`config.mk`:
```
export PLATFORM = sky130hd
export DESIGN_NAME = bitwise_logic_pipe_flat
export DESIGN_NICKNAME = d
export VERILOG_FILES = /design/src/rtl/bitwise_logic_pipe_if.sv /design/src/rtl/bitwise_logic_pipe.sv /design/src/flat_wrapper.sv
export SDC_FILE = /design/constraint.sdc
export NUM_CORES = 1
export LEC_CHECK = 0
export CAP_MARGIN = 5
export CORE_MARGIN = 5
export CORE_UTILIZATION = 70
export CTS_CLUSTER_DIAMETER = 200
export DETAILED_ROUTE_END_ITERATION = 10
export DONT_BUFFER_PORTS = 1
export HOLD_SLACK_MARGIN = 0.08
export PLACE_DENSITY = 0.89
export SYNTH_ARGS = -nofsm -noshare
export SYNTH_HDL_FRONTEND = slang
export SYNTH_SLANG_ARGS = --single-unit
```
`constraint.sdc`:
```
create_clock -name clk -period 4.6 [get_ports clk]
set_clock_uncertainty 0.15 [all_clocks]
set_input_delay 0.69 -clock clk [delete_from_list [all_inputs] [get_ports clk]]
set_output_delay 0.69 -clock clk [all_outputs]
set_load 0.05 [all_outputs]
```
`src/rtl/bitwise_logic_pipe_if.sv`:
```
// bitwise_logic_pipe_if
//   Handshake bundle for bitwise_logic_pipe.
//   master : upstream/downstream side. Drives in_valid, a, b, op and out_ready.
//   slave  : the logic unit. Drives in_ready, out_valid, y and zero.
//   WIDTH  : operand/result width; must match the attached block.
interface bitwise_logic_pipe_if #(
  parameter int WIDTH = 32
);
  logic             in_valid;
  logic             in_ready;
  logic [WIDTH-1:0] a;
  logic [WIDTH-1:0] b;
  logic [2:0]       op;
  logic             out_valid;
  logic             out_ready;
  logic [WIDTH-1:0] y;
  logic             zero;

  modport master (
    output in_valid, a, b, op, out_ready,
    input  in_ready, out_valid, y, zero
  );

  modport slave (
    input  in_valid, a, b, op, out_ready,
    output in_ready, out_valid, y, zero
  );
endinterface

```
`src/rtl/bitwise_logic_pipe.sv`:
```
// bitwise_logic_pipe
//   Pipelined WIDTH-bit logic unit with eight selectable operations.
//   The result and its zero flag are computed at the input and captured into
//   stage 0. They then ripple through STAGES register stages with full
//   valid/ready backpressure, in strict FIFO order.
// Ports
//   clk      : rising-edge clock
//   rst      : asynchronous, active-high reset
//   bus      : slave side of bitwise_logic_pipe_if. It carries:
//              in_valid/in_ready/a/b/op on the input side and
//              out_valid/out_ready/y/zero on the output side.
//   op_count : number of accepted transactions, wrapping modulo 2^CNT_W
module bitwise_logic_pipe #(
  parameter int WIDTH  = 32,
  parameter int STAGES = 2,
  parameter int CNT_W  = 16
) (
  input  logic                clk,
  input  logic                rst,
  bitwise_logic_pipe_if.slave bus,
  output logic [CNT_W-1:0]    op_count
);

  function automatic logic [WIDTH-1:0] logic_op(
    input logic [WIDTH-1:0] opa,
    input logic [WIDTH-1:0] opb,
    input logic [2:0]       sel
  );
    logic [WIDTH-1:0] res;
    case (sel)
      3'b000:  res = ~opa;
      3'b001:  res = opa & opb;
      3'b010:  res = opa | opb;
      3'b011:  res = opa ^ opb;
      3'b100:  res = ~(opa & opb);
      3'b101:  res = ~(opa | opb);
      3'b110:  res = ~(opa ^ opb);
      3'b111:  res = opa;
      default: res = {WIDTH{1'b0}};
    endcase
    return res;
  endfunction

  logic [WIDTH-1:0]  res_s;
  logic              res_zero_s;
  logic              acc_s;
  logic              hole_s;
  logic [STAGES-1:0] adv_s;
  logic [STAGES-1:0] vld_r;
  logic [STAGES-1:0] zero_r;
  logic [WIDTH-1:0]  y_r [STAGES];

  assign res_s      = logic_op(bus.a, bus.b, bus.op);
  assign res_zero_s = (res_s == {WIDTH{1'b0}});

  // Advance chain. Stage k may move when any stage at or beyond k is empty,
  // or when the output is taking a word. This is the flattened form of
  // "stage k empty, or stage k+1 advances".
  always_comb begin
    hole_s = 1'b0;
    adv_s  = {STAGES{1'b0}};
    for (int k = STAGES - 1; k >= 0; k--) begin
      hole_s   = hole_s | ~vld_r[k];
      adv_s[k] = hole_s | bus.out_ready;
    end
  end

  // in_ready depends only on pipeline state and out_ready, never on in_valid.
  assign bus.in_ready = adv_s[0];
  assign acc_s        = bus.in_valid & adv_s[0];

  // Pipeline registers. Stage 0 captures a fresh result. Later stages copy
  // their predecessor. Data only moves with a valid word.
  always_ff @(posedge clk or posedge rst) begin
    if (rst) begin
      vld_r  <= {STAGES{1'b0}};
      zero_r <= {STAGES{1'b0}};
      for (int k = 0; k < STAGES; k++) begin
        y_r[k] <= {WIDTH{1'b0}};
      end
    end else begin
      if (adv_s[0]) begin
        vld_r[0] <= bus.in_valid;
        if (bus.in_valid) begin
          y_r[0]    <= res_s;
          zero_r[0] <= res_zero_s;
        end
      end
      for (int k = 1; k < STAGES; k++) begin
        if (adv_s[k]) begin
          vld_r[k] <= vld_r[k-1];
          if (vld_r[k-1]) begin
            y_r[k]    <= y_r[k-1];
            zero_r[k] <= zero_r[k-1];
          end
        end
      end
    end
  end

  // Accepted-transaction counter; wraps naturally at 2^CNT_W.
  always_ff @(posedge clk or posedge rst) begin
    if (rst) begin
      op_count <= {CNT_W{1'b0}};
    end else if (acc_s) begin
      op_count <= op_count + CNT_W'(1);
    end else begin
      op_count <= op_count;
    end
  end

  assign bus.out_valid = vld_r[STAGES-1];
  assign bus.y         = y_r[STAGES-1];
  assign bus.zero      = zero_r[STAGES-1];

endmodule

```
`src/flat_wrapper.sv`:
```
// flat-port wrapper written by rule: the top's interface ports become plain ports
module bitwise_logic_pipe_flat 
#(
  parameter int WIDTH  = 32,
  parameter int STAGES = 2,
  parameter int CNT_W  = 16
)
  (clk, rst, op_count, bus_in_valid, bus_a, bus_b, bus_op, bus_out_ready, bus_in_ready, bus_out_valid, bus_y, bus_zero);
  bitwise_logic_pipe_if #(.WIDTH(WIDTH)) bus_i ();
  input  logic clk;
  input  logic rst;
  output logic [CNT_W-1:0] op_count;
  input wire logic [$bits(bus_i.in_valid)-1:0] bus_in_valid;
  input wire logic [$bits(bus_i.a)-1:0] bus_a;
  input wire logic [$bits(bus_i.b)-1:0] bus_b;
  input wire logic [$bits(bus_i.op)-1:0] bus_op;
  input wire logic [$bits(bus_i.out_ready)-1:0] bus_out_ready;
  output wire logic [$bits(bus_i.in_ready)-1:0] bus_in_ready;
  output wire logic [$bits(bus_i.out_valid)-1:0] bus_out_valid;
  output wire logic [$bits(bus_i.y)-1:0] bus_y;
  output wire logic [$bits(bus_i.zero)-1:0] bus_zero;
  assign bus_i.in_valid = bus_in_valid;
  assign bus_i.a = bus_a;
  assign bus_i.b = bus_b;
  assign bus_i.op = bus_op;
  assign bus_i.out_ready = bus_out_ready;
  assign bus_in_ready = bus_i.in_ready;
  assign bus_out_valid = bus_i.out_valid;
  assign bus_y = bus_i.y;
  assign bus_zero = bus_i.zero;
  bitwise_logic_pipe #(.WIDTH(WIDTH), .STAGES(STAGES), .CNT_W(CNT_W)) u_core (.clk(clk), .rst(rst), .bus(bus_i), .op_count(op_count));
endmodule
```
==> results.ini <==
[grt]
antenna_found_initial=0
grt_max_degree=139
grt_pass1_vias=5694
grt_use_total=0.2815
grt_pass1_wl_um=27160
grt-ovfl-total=0

[clocking]
cts_tree=done
htreeDepth=3
cts_setup_buffers=0
insertion_delay_ns=0.35
cts_sinks=84
postCtsHoldBufs=0
clk_pin_slew_worst_paths_ns=0.08
cts_buffer_depth=2
cts_resized=0
cts_root_buf=clkbuf_8
cts_buffers=9

[placed_design]
portBuffers=0
place_inst=859
hpwlAfterDp_um=12200
routabilityCongestion=0.8783
preCtsSetupSlack_ns=1.546
placed_area_um2=6650

[timing]
worst_slack_ns=1.519
fmax_mhz=324.5
hold_viol_final=0
slew_viol_final=0
fin_setup_tns_ns=0
tightest_slew_ns=1.097
setup_violations=0
rsz0062_at_grt=no
period_needed_ns=3.081
slew_headroom=0.2680
fin_crit_sh=0.6699

[setup_path]
critPathKind=reg2reg
cp-start-kind=register
cp_max_fo=18
required_ns=4.67
rr_worst_depth=6
arrival_ns=3.15
endpoint_kind=register

[synthesis]
syn_nets=944
synth_edf_count=0
async_flop_share=1.000
yosys_register_bits=84
synth_area_um2=6985
synthCells=808
ys_warn_count=0
yosysSeqAreaShare=0.3009
yosys.cell_types.count=66
synth_ff_type=dfrtp_1
syn_area_per_cell_um2=8.645

[floorplanning]
die_h_um=109.9
core_area_um2=9774
num_rows=36
dieArea_um2=12080
pin_count=122
die_w_um=109.9
start_util=0.7147

[pwr]
ir_drop_mv=0.1955
powerDensity_nw_per_um2=370.5
p_leak_nw=3.200

[layout]
instances_no_fill=875
drive_above_1_share=0.09704
fin_nets=873
final_util=0.7060
area_delta_synth_final_pct=-1.218
n_antenna_cell=0
final_cell_mix=104 x nand2_1, 84 x dfrtp_1, 70 x inv_1
finalInstanceArea_um2=6900
final_common_cell=nand2_1

[detailed_routing]
drt_iter0_drc=628
ant_nets=0
viasPerCell=6.493
drtPass1Iterations=6
wl_um=16680
vias=5681
wl_per_cell_um=19.06
drc=0

[worst_hold_path]
hp-class=in2async

[run]
maxCapViolCount=0

[outcome]
outcome=complete, no violations

-- registers in the layout, summed over array words and instances, names as in the netlist --
register and count:
u_core.bus.y 32, u_core.op_count 16, u_core.vld_r 2, u_core.y_r 32, u_core.zero_r 2
-- kinds of logic after synthesis --
group / Yosys count / share of synthesized area
AND/OR/NAND/NOR: 236 / 0.1601
AO/OA/AOI/OAI: 185 / 0.1834
buffers and inverters: 158 / 0.1145
flip-flops: 84 / 0.3009
multiplexers: 65 / 0.1059
adder cells (fa/ha/maj): 65 / 0.1164
XOR/XNOR: 15 / 0.01881
-- cells in the mapped netlist (3+ instances only) --
| master | instances | area, µm² |
|---|---|---|
| nor2b_1 | 19 | 118.9 |
| nor4_1 | 3 | 18.77 |
| a21oi_1 | 22 | 110.1 |
| nand2b_1 | 14 | 87.58 |
| ha_1 | 65 | 813.3 |
| o211ai_1 | 22 | 165.2 |
| mux2_2 | 37 | 416.7 |
| a211oi_1 | 11 | 82.58 |
| a221oi_1 | 5 | 43.79 |
| o31ai_1 | 10 | 75.07 |
| and3_1 | 3 | 18.77 |
| buf_2 | 27 | 135.1 |
| dfrtp_1 | 84 | 2102 |
| nand3_1 | 18 | 90.09 |
| nand2_1 | 104 | 390.4 |
| buf_6 | 4 | 45.04 |
| a31oi_1 | 9 | 56.30 |
| buf_1 | 3 | 11.26 |
| o21ai_0 | 45 | 225.2 |
| clkbuf_1 | 13 | 48.80 |
| mux2i_1 | 24 | 240.2 |
| xnor2_1 | 13 | 113.9 |
| nor3_1 | 9 | 45.04 |
| mux4_2 | 3 | 67.56 |
| o2bb2ai_1 | 7 | 61.31 |
| o221ai_1 | 8 | 70.07 |
| nand3b_1 | 5 | 37.54 |
| inv_1 | 71 | 266.5 |
| nor2_1 | 38 | 142.6 |
| a32oi_1 | 5 | 43.79 |
| or2_2 | 3 | 18.77 |
| buf_4 | 38 | 285.3 |
| nand4_1 | 8 | 50.05 |
| a21o_1 | 3 | 22.52 |
| or3_1 | 4 | 25.02 |
| o2111ai_1 | 4 | 35.03 |
| o22ai_1 | 8 | 50.05 |
-- layout make-up --
cell class / count / area, µm²
fill: 738 / 2874
sequential: 84 / 2102
clock inverter: 4 / 95.09
inverter: 73 / 275.3
tap: 133 / 166.4
timing repair buffer: 3 / 22.52
clock buffer: 12 / 155.1
multi-input combinational: 566 / 4084
-- layer usage --
layer,GRT usage,vias up,share of wire,routed length (µm)
met2,0.4584,271,0.48,7959
li1,-,2665,-,-
met5,0,-,0,0
met4,0.1149,0,0.025,424
met1,0.3351,2703,0.38,6295
met3,0.1051,42,0.12,2000
-- report_power, final --
part	switching [W]	internal, W	leakage (nW)
combinational	0.000270	0.000247	2.03
sequential	0.000517	0.000887	1.04
clock	0.000245	0.000390	0.127
-- worst paths after layout --
check	end	startpoint	slack [ns]
min	u_core.y_r[44]$_DFFE_PP0P_	rst	0.19
min reg2reg	u_core.y_r[42]$_DFFE_PP0P_	u_core.y_r[42]$_DFFE_PP0P_	0.33
max in group asynchronous	u_core.zero_r[1]$_DFFE_PP0P_	rst	3.17
max	u_core.op_count[13]$_DFFE_PP0P_	u_core.vld_r[1]$_DFFE_PP0N_	1.52
min in group clk	u_core.vld_r[0]$_DFFE_PP0N_	bus_in_valid	0.29
max reg2reg	u_core.op_count[13]$_DFFE_PP0P_	u_core.vld_r[1]$_DFFE_PP0N_	1.52
-- stage by stage --
step                      hold WS (ns)  total power, W
after CTS                       0.2016        0.002566
after global placement          0.3021        0.001886
after global routing            0.2582        0.002676
after floorplan                 0.2848        0.001949
after detailed placement        0.3148        0.001932
final                           0.1886        0.002556
-- worst max-delay path: stages (launching register included) --
cell and delay [ns]:
dfrtp_1 0.58, nand3b_1 0.60, and2_1 0.65, nand4_1 0.26, nor2_1 0.37, nand3_1 0.16, xnor2_1 0.17
No activity file was read; power rests on OpenSTA's default activity.
